**config.mk**
```make
export PLATFORM = sky130hd
export DESIGN_NAME = wr_back_buffer
export DESIGN_NICKNAME = d
export VERILOG_FILES = /design/src/rtl/cache_pkg.sv /design/src/rtl/wr_back_cam.sv /design/src/rtl/wr_back_buffer.sv
export SDC_FILE = /design/constraint.sdc
export NUM_CORES = 1
export LEC_CHECK = 0
export ABC_AREA = 1
export CAP_MARGIN = 30
export CORE_MARGIN = 1
export CORE_UTILIZATION = 45
export CTS_CLUSTER_SIZE = 16
export DETAILED_ROUTE_END_ITERATION = 6
export GPL_TIMING_DRIVEN = 0
export PLACE_DENSITY = 0.66
export SYNTH_ARGS = -nofsm -noshare
export SYNTH_HDL_FRONTEND = slang
export SYNTH_SLANG_ARGS = --single-unit
```
**constraint.sdc**
```tcl
create_clock -name Clk -period 6.25 [get_ports Clk]
set_clock_uncertainty 0.15 [all_clocks]
set_input_delay 1.25 -clock Clk [delete_from_list [all_inputs] [get_ports Clk]]
set_output_delay 1.25 -clock Clk [all_outputs]
set_load 0.05 [all_outputs]
```
**src/rtl/cache_pkg.sv**
```systemverilog
// Shared cache geometry and the write-back buffer entry type.
package CachePkg;

    localparam int unsigned ADDR_BITS = 32;
    localparam int unsigned LINE_BITS = 32;
    localparam int unsigned OFFS_BITS = 6;

    typedef logic [ADDR_BITS-1:0] CacheAddr_t;

    // Keeps the line-address bits and clears the byte offset within the line.
    localparam CacheAddr_t LINE_MASK = {{(ADDR_BITS-OFFS_BITS){1'b1}}, {OFFS_BITS{1'b0}}};

    typedef struct packed {
        logic                 Valid;
        CacheAddr_t           Addr;
        logic [LINE_BITS-1:0] Data;
    } WbEntry_t;

endpackage

```
**src/rtl/wr_back_cam.sv**
```systemverilog
// Fully associative line-address match over the buffer, picking the youngest hit.
module wr_back_cam
    import CachePkg::*;
#(
    parameter int unsigned DEPTH = 4
) (
    input  logic [DEPTH-1:0]                valid,
    input  logic [DEPTH-1:0][ADDR_BITS-1:0] addrs,
    input  logic [ADDR_BITS-1:0]            key,
    input  logic [$clog2(DEPTH)-1:0]        head,
    input  logic                            skip_head,
    output logic                            hit,
    output logic [$clog2(DEPTH)-1:0]        idx
);

    localparam int unsigned PTR_W = $clog2(DEPTH);

    logic [PTR_W-1:0] p;

    // Walk from head towards tail so the last match found is the youngest.
    always_comb begin
        hit = 1'b0;
        idx = head;
        p   = head;
        for (int k = 0; k < DEPTH; k++) begin
            p = head + PTR_W'(k);
            if (valid[p] && (((key ^ addrs[p]) & LINE_MASK) == '0) && !(skip_head && k == 0)) begin
                hit = 1'b1;
                idx = p;
            end
        end
    end

endmodule

```
**src/rtl/wr_back_buffer.sv**
```systemverilog
// Write-back buffer between cache evictions and memory, with coalescing and fill lookup.
module wr_back_buffer
    import CachePkg::*;
#(
    parameter int unsigned DEPTH = 4
) (
    input  logic                     Clk,
    input  logic                     Rst,
    input  logic [ADDR_BITS-1:0]     WbAddr,
    input  logic [LINE_BITS-1:0]     WbData,
    input  logic                     WbVal,
    output logic                     WbRdy,
    output logic [ADDR_BITS-1:0]     MemWrAddr,
    output logic [LINE_BITS-1:0]     MemWrData,
    output logic                     MemWrVal,
    input  logic                     MemWrRdy,
    input  logic [ADDR_BITS-1:0]     FillAddr,
    input  logic                     FillLookupEn,
    output logic                     FillHit,
    output logic [LINE_BITS-1:0]     FillData,
    input  logic                     FlushReq,
    output logic                     FlushDone,
    output logic [$clog2(DEPTH):0]   Count,
    output logic                     Empty,
    output logic                     Full
);

    localparam int unsigned PTR_W = $clog2(DEPTH);
    localparam int unsigned CNT_W = PTR_W + 1;

    localparam logic [0:0] ST_IDLE  = 1'b0;
    localparam logic [0:0] ST_FLUSH = 1'b1;

    WbEntry_t               entries [DEPTH];
    logic [PTR_W-1:0]       head;
    logic [PTR_W-1:0]       tail;
    logic [CNT_W-1:0]       count;
    logic [0:0]             state;
    logic                   fill_hit;
    logic [LINE_BITS-1:0]   fill_data;
    logic                   flush_done;

    logic [DEPTH-1:0]                valid_vec;
    logic [DEPTH-1:0][ADDR_BITS-1:0] addr_vec;
    logic                            co_hit;
    logic [PTR_W-1:0]                co_idx;
    logic                            lk_hit;
    logic [PTR_W-1:0]                lk_idx;
    logic                            empty;
    logic                            full;
    logic                            push;
    logic                            pop;
    logic                            alloc;

    always_comb begin
        for (int i = 0; i < DEPTH; i++) begin
            valid_vec[i] = entries[i].Valid;
            addr_vec[i]  = entries[i].Addr;
        end
    end

    // Coalescing never targets the head, which memory may be consuming right now.
    wr_back_cam #(.DEPTH(DEPTH)) u_push_cam (
        .valid     (valid_vec),
        .addrs     (addr_vec),
        .key       (WbAddr),
        .head      (head),
        .skip_head (1'b1),
        .hit       (co_hit),
        .idx       (co_idx)
    );

    wr_back_cam #(.DEPTH(DEPTH)) u_fill_cam (
        .valid     (valid_vec),
        .addrs     (addr_vec),
        .key       (FillAddr),
        .head      (head),
        .skip_head (1'b0),
        .hit       (lk_hit),
        .idx       (lk_idx)
    );

    assign empty = (count == '0);
    assign full  = (count == CNT_W'(DEPTH));
    assign WbRdy = !full && (state == ST_IDLE);
    assign push  = WbVal && WbRdy;
    assign pop   = !empty && MemWrRdy;
    assign alloc = push && !co_hit;

    assign MemWrVal  = !empty;
    assign MemWrAddr = entries[head].Addr;
    assign MemWrData = entries[head].Data;
    assign FillHit   = fill_hit;
    assign FillData  = fill_data;
    assign FlushDone = flush_done;
    assign Count     = count;
    assign Empty     = empty;
    assign Full      = full;

    always_ff @(posedge Clk or negedge Rst) begin
        if (!Rst) begin
            for (int i = 0; i < DEPTH; i++) begin
                entries[i] <= '0;
            end
            head  <= '0;
            tail  <= '0;
            count <= '0;
        end else begin
            if (pop) begin
                entries[head].Valid <= 1'b0;
                head                <= head + 1'b1;
            end
            if (push && co_hit) begin
                entries[co_idx].Data <= WbData;
            end
            if (alloc) begin
                entries[tail] <= '{Valid: 1'b1, Addr: WbAddr & LINE_MASK, Data: WbData};
                tail          <= tail + 1'b1;
            end
            count <= count + CNT_W'(alloc) - CNT_W'(pop);
        end
    end

    always_ff @(posedge Clk or negedge Rst) begin
        if (!Rst) begin
            fill_hit  <= 1'b0;
            fill_data <= '0;
        end else if (FillLookupEn) begin
            fill_hit  <= lk_hit;
            fill_data <= lk_hit ? entries[lk_idx].Data : '0;
        end else begin
            fill_hit  <= 1'b0;
        end
    end

    always_ff @(posedge Clk or negedge Rst) begin
        if (!Rst) begin
            state      <= ST_IDLE;
            flush_done <= 1'b0;
        end else begin
            flush_done <= 1'b0;
            case (state)
                ST_IDLE: begin
                    if (FlushReq) begin
                        // Nothing to drain: acknowledge straight away.
                        if (empty && !push) begin
                            flush_done <= 1'b1;
                        end else begin
                            state <= ST_FLUSH;
                        end
                    end
                end
                ST_FLUSH: begin
                    if (empty) begin
                        state      <= ST_IDLE;
                        flush_done <= 1'b1;
                    end
                end
                default: state <= ST_IDLE;
            endcase
        end
    end

endmodule

```
# After elaboration in Yosys (flattened, before gate mapping)
# Cells that the tools add are included.
# W data, S select, Z words.
totals:
  ff_bits: 302
  ramBits: 0
  output_inout_bits: 105
  latchBits: 0
  elab_cells: 134
  input_bits: 102
  mem_bits_ro: 0
  mem_count: 0
classes:
  n_addsub: 6
  shifts: 0
  n_mux: 57
  multipliers: 0
  div: 0
  n_bitwise: 12
  n_eq_ne: 1
  reduce_logical: 28
  n_lt_le_gt_ge: 11
op_table:
  columns: ["op", "n"]
  rows:
  - ["$bwmux W260", 3]
  - ["$mux W260", 3]
  - ["$demux W65 S2", 3]
  - ["$bmux W65 S2", 2]
  - ["$bmux W32 S2", 4]
  - ["$mux W32", 8]
  - ["$logic_not A32 Y1", 7]
  - ["$xor A32 B32 Y32", 7]
  - ["$mux W65", 2]
  - ["$mux W64", 2]
  - ["$mux W1", 18]
  - ["$logic_and A1 B1 Y1", 16]
  - ["$ge A3 B3 Y1 const B", 4]
  - ["$lt A2 B3 Y1 const B", 4]
  - ["$mux W2", 6]
  - ["$not A2 Y3", 4]
  - ["$lt A3 B1 Y1 const B", 3]
  - ["$bmux W1 S2", 4]
  - ["$add A2 B1 Y2 const B", 2]
  - ["$add A2 B2 Y2 const B", 2]
  - ["$logic_not A1 Y1", 4]
  - ["$pmux W1 S2", 2]
  - ["$add A3 B1 Y3", 1]
  - ["$eq A3 B3 Y1 const B", 1]
  - ["3 further kinds", 3]

# Logic depth before layout (Yosys ltp)
depth:
  word_depth: 18
  depth_mapped: 28
  depth_no_buf: 21

# By module
# Synthesis repeated with hierarchy kept, for this count alone.
unflattened:
  cells_unflattened: 4095
  area_unflattened_um2: 23941.7
modules_own_cells:
  columns: ["module", "cells_each", "area_per_inst_um2", "n_inst", "seq_area_each_um2"]
  rows:
  - ["wr_back_buffer", 1729, 13479.2, 1, 6956.7]
  - ["wr_back_cam", 1183, 5231.3, 2, 0.0]

# Worst setup path after synthesis
# No wires, ideal clock.
synth_path:
  kind: "register to register"
  from: "reg head[0]"
  to: "reg count[2], in the netlist Count[2]"
  setup_time_ps: 130
  path_stages_with_launch: 25
  arrival_ps: 4130
  required_ps: 5970
  synth_period_minus_slack_ps: 4410
  setup_slack_ps: 1840
  n_path_buf: 5
  cell_sequence: "dfrtp_1 inv_2 buf_4 buf_2 clkbuf_1 clkbuf_1 ha_1 inv_2 clkbuf_1 nand3_1 nand2_1 nand2_1 o21ai_0 inv_1 nand2_1 nor2_1 nand3_1 nor2_1 nor3_4 nand2_1 ha_1 inv_1 ha_1 fa_1 xor2_1"
synth_between:
  elab_cells_between_ends: 31
  classes_between: "add/sub (5); mux (15); bitwise (3); reduce/logical (8)"
synth_lines:
  columns: ["item", "line", "rtl"]
  rows:
  - ["start: declaration", "wr_back_buffer.sv:35", "logic [PTR_W-1:0] head;"]
  - ["start signal: assignment", "wr_back_buffer.sv:111", "head <= head + 1'b1;"]
  - ["$add A2 B2 Y2 *", null, null]
  - ["named net u_fill_cam.p[0]", "wr_back_cam.sv:18", "logic [PTR_W-1:0] p;"]
  - ["$bmux W32 S2", "wr_back_cam.sv:27", "if (valid[p] && (((key ^ addrs[p]) & LINE_MASK) == '0) && !(skip_head && k == 0)) begin"]
  - ["$mux W32 (not written as such)", "wr_back_cam.sv:27", null]
  - ["$xor A32 B32 Y32", "wr_back_cam.sv:27", null]
  - ["$logic_not A32 Y1", "wr_back_cam.sv:27", null]
  - ["$logic_and A1 B1 Y1 *", "wr_back_cam.sv:27", null]
  - ["$mux W1 *", "wr_back_cam.sv:27", null]
  - ["$logic_not A1 Y1 *", "wr_back_buffer.sv:88", "assign alloc = push && !co_hit;"]
  - ["$logic_and A1 B1 Y1 *", "wr_back_buffer.sv:88", null]
  - ["$add A3 B1 Y3 *", "wr_back_buffer.sv:120", "count <= count + CNT_W'(alloc) - CNT_W'(pop);"]
  - ["$sub A3 B1 Y3 *", "wr_back_buffer.sv:120", null]
  - ["end signal: assignment", "wr_back_buffer.sv:120", null]
  - ["end: declaration", "wr_back_buffer.sv:37", "logic [CNT_W-1:0] count;"]
# The timed path passes the listed nets; every way through them passes the cells marked *. The select of a mux whose other input is x is not followed.
# A chain may end at the register's enable or synchronous reset.

# Worst setup path after layout
layout_path:
  from: "reg head[0]"
  to: "reg fill_data[10], in the netlist FillData[10]"
layout_between:
  elab_cells_between_ends: 43
  classes_between: "add/sub (3); mux (27); bitwise (5); reduce/logical (8)"
layout_lines:
  columns: ["item", "line", "rtl"]
  rows:
  - ["$add A2 B2 Y2 *", "wr_back_cam.sv:26", "p = head + PTR_W'(k);"]
  - ["named net u_fill_cam.p[0]", "wr_back_cam.sv:18", null]
  - ["$bmux W32 S2", "wr_back_cam.sv:27", null]
  - ["$mux W32 (not written as such)", "wr_back_cam.sv:27", null]
  - ["$xor A32 B32 Y32", "wr_back_cam.sv:27", null]
  - ["$logic_not A32 Y1", "wr_back_cam.sv:27", null]
  - ["$logic_and A1 B1 Y1", "wr_back_cam.sv:27", null]
  - ["$mux W2", "wr_back_cam.sv:27", null]
  - ["$not A2 Y3 (not written as such)", "wr_back_buffer.sv:130", "fill_data <= lk_hit ? entries[lk_idx].Data : '0;"]
  - ["$bmux W65 S2", "wr_back_buffer.sv:130", null]
  - ["$mux W32 (not written as such) (2 in a row)", "wr_back_buffer.sv:130", null]
  - ["$mux W32 *", "wr_back_buffer.sv:130", null]
  - ["end signal: assignment", "wr_back_buffer.sv:130", null]
  - ["end: declaration", "wr_back_buffer.sv:40", "logic [LINE_BITS-1:0] fill_data;"]
# Marked as above.

==> results.cfg <==
[run_status]
outcome = complete, but fails checks
violations = DRC, setup timing

[worst_setup_path]
max_stage_delay_ns = 0.46
worstSetupStartpoint = head[0]
crit_chain = inv_2, buf_4, buf_2, clkbuf_2, clkbuf_4, ha_1, buf_2, buf_2, nand3_1, nand2_1, xor2_1, nand3_1, nor3_4, nand3_2, nand2_1, nand2_1, nand2_1, buf_2, nand2_1, nand3_1, nand3_1, nand2_1
worst_ep_arrival_time_ns = 6.66
cpMaxStageDelayCell = dfrtp_1
cp_top_family = simple AND/OR/NAND/NOR gates
worstReg2RegStart = head[0]
required_ns = 6.62
cp_max_fo = 11
path_class = reg2reg
critPathBufInv = 8
worst_setup_path_start_kind = flip-flop
end_kind = flip-flop
crit_top_cell = nand2_1

[detailed_routing]
drt_iter0_markers = 4114
firstDrtPassIters = 7
post_drt_via_cell_ratio = 6.501
wl_per_cell_um = 28.60
drc_errors = 4
route.antenna.remaining_nets = 0
routed_wl_mm = 110.5
vias = 25130

[cts]
cts_setup_buffers = 0
cts_tree = yes
cts_made_buffers = 28
clk_latency_ns = 0.61
cts-root-buf = clkbuf_16
cts.clk_slew.worst_paths_ns = 0.06
postCtsHoldBufs = 0
cts_sinks = 278
clockBufferDepth = 3
ctsHtreeMaxLevel = 1

[placed_design]
hpwlAfterDp_mm = 85.09
finalWeightedCongestion = 1.150
portBuffers = 185

[global_route]
first_global_vias = 23630
overflow = 0
grt_max_degree = 128
antenna_found_initial = 5
grt_pass1_wl_mm = 158.0
grtUsageTotal_pct = 50.04

[yosys]
netlist_top_cells_area = dfrtp_1 36%, nand2_1 25%, nand3_1 17%
synth-seq-cells = 278
synth_top_area_share_pct = 36.02
synth_edf_count = 0
synth_ff_type = dfrtp_1
yosysTopAreaCell = dfrtp_1
synth.yosys.seq_area_share_pct = 36.02
synth.avg_cell_area_um2 = 6.273
yosysUniqueCellTypes = 36
yosysWarnings = 0
syn_area_um2 = 19310
synth-async-reset-ratio_pct = 100.0
syn_inst = 3079

[finish]
nFillCells = 4041
drive_above_1_share_pct = 5.928
syn_to_final_growth_pct = 18.82
layout_commonest_cell = nand2_1
final_cell_mix = 1,265 x nand2_1, 658 x nand3_1, 278 x dfrtp_1, 219 x nor2_1, 184 x clkdlybuf4s50_1
nets = 3416

[flow_run]
drv_cap = 0

[timing]
slew_violations = 0
hold_violations = 0
relSlewSlack_pct = 28.39
layout_setup_ws_ns = -0.04328
finalSetupViolCount = 5
rsz0062_at_grt = false
tightest_slew_ns = 1.074
period_share_pct = 100.7
max_clock_freq_ghz = 0.1589
hold_ws_ns = 0.3313
fin_crit_ns = 6.293

[floorplanning]
die_width_um = 209.2
io_pins = 207
core_um2 = 42130
start_util_pct = 45.84
std_cell_rows = 75
die-height_um = 209.2
die_area_um2 = 43750

[hold_path]
worstHoldStart = FillData[7]
hold_path.class = reg2reg
[per-stage QoR]
step	util (%)	TNS, ns	worst slack (ns)	cells	cell area (µm²)
after floorplan	-	0	1.840	3084	19330
after global placement	51.88	-2367.58	-7.921	3808	21860
final	54.46	-0.1310	-0.04328	3865	22950
after global routing	54.45	0	0.01503	3862	22940
after CTS	54.34	0	0.09179	3863	22900
after detailed placement	52.10	-198.10	-0.9669	3813	21950
[final cells by class]
class	count	area (µm²)	area share, %
well taps	539	674.4	2.939
inverters	117	442.9	1.930
clock inverters	7	80.08	0.3489
plain buffers	169	872.1	3.800
diodes	3	7.507	0.03271
clock buffers	43	817.0	3.560
flip-flops and latches	278	6957	30.31
multi-input cells	2519	11150	48.60
repair buffers	190	1946	8.478
[worst paths after layout]
path                            endpoint  slack, ns  cells after the start
max                         FillData[10]      -0.04                     22
min in group asynchronous  addr_vec[114]       0.48                      1
max reg2reg                 FillData[10]      -0.04                     22
min                          FillData[7]       0.33                      2
min reg2reg                  FillData[7]       0.33                      2
max in group asynchronous    entries[67]       4.33                      2
[logic make-up after synthesis]
logic type / count (synthesis) / synth area share [%]
AOI/OAI and AO/OA: 280 / 7.729
xor gates and xnor gates: 20 / 0.9070
adders and majority gates: 11 / 0.7515
buffers and inverters: 287 / 6.686
DFF: 278 / 36.02
other: 1 / 0.01942
and+or+nand+nor: 2202 / 47.89
[tightest hold or removal path: cells and delay by family (launching register included)]
| kind | cells | cell delay [ns] |
|---|---|---|
| and+or+nand+nor | 2 | 0.10 |
| DFF | 1 | 0.34 |
[state kept, by name (all words and copies together) (netlist names)]
register   cells
FillData      32
state          1
tail           2
FillHit        1
entries      132
head           2
Count          3
FlushDone      1
addr_vec     104
[repair_timing]
action | CTS | global route
endpoints found under the hold margin | 0 | 0
endpoints found under the setup margin | 274 | 188
gates resized for setup | 17 | 13
[per-layer routing]
metal,track usage (%),routed length [µm],vias up
met5,0,22,-
met3,16.17,16100,655
met2,75.22,46190,2386
met1,60.25,37830,11540
met4,36.33,10390,4
li1,-,-,10550
[synth_stat cells (4+ instances only)]
| master | count |
|---|---|
| nand4_1 | 29 |
| xor2_1 | 19 |
| o22ai_1 | 33 |
| a21oi_1 | 10 |
| nand2_2 | 6 |
| and2_1 | 4 |
| buf_4 | 29 |
| o2111ai_1 | 7 |
| nand2_1 | 1265 |
| o21ai_1 | 85 |
| buf_2 | 84 |
| o21a_1 | 5 |
| nor2_1 | 224 |
| buf_1 | 6 |
| ha_1 | 10 |
| dfrtp_1 | 278 |
| nand3b_1 | 4 |
| clkbuf_1 | 51 |
| inv_1 | 113 |
| o21ai_0 | 136 |
| nand3_1 | 659 |
Power is not shown: default switching activity piles up to over one toggle a cycle in this logic, so the estimate is an artifact.
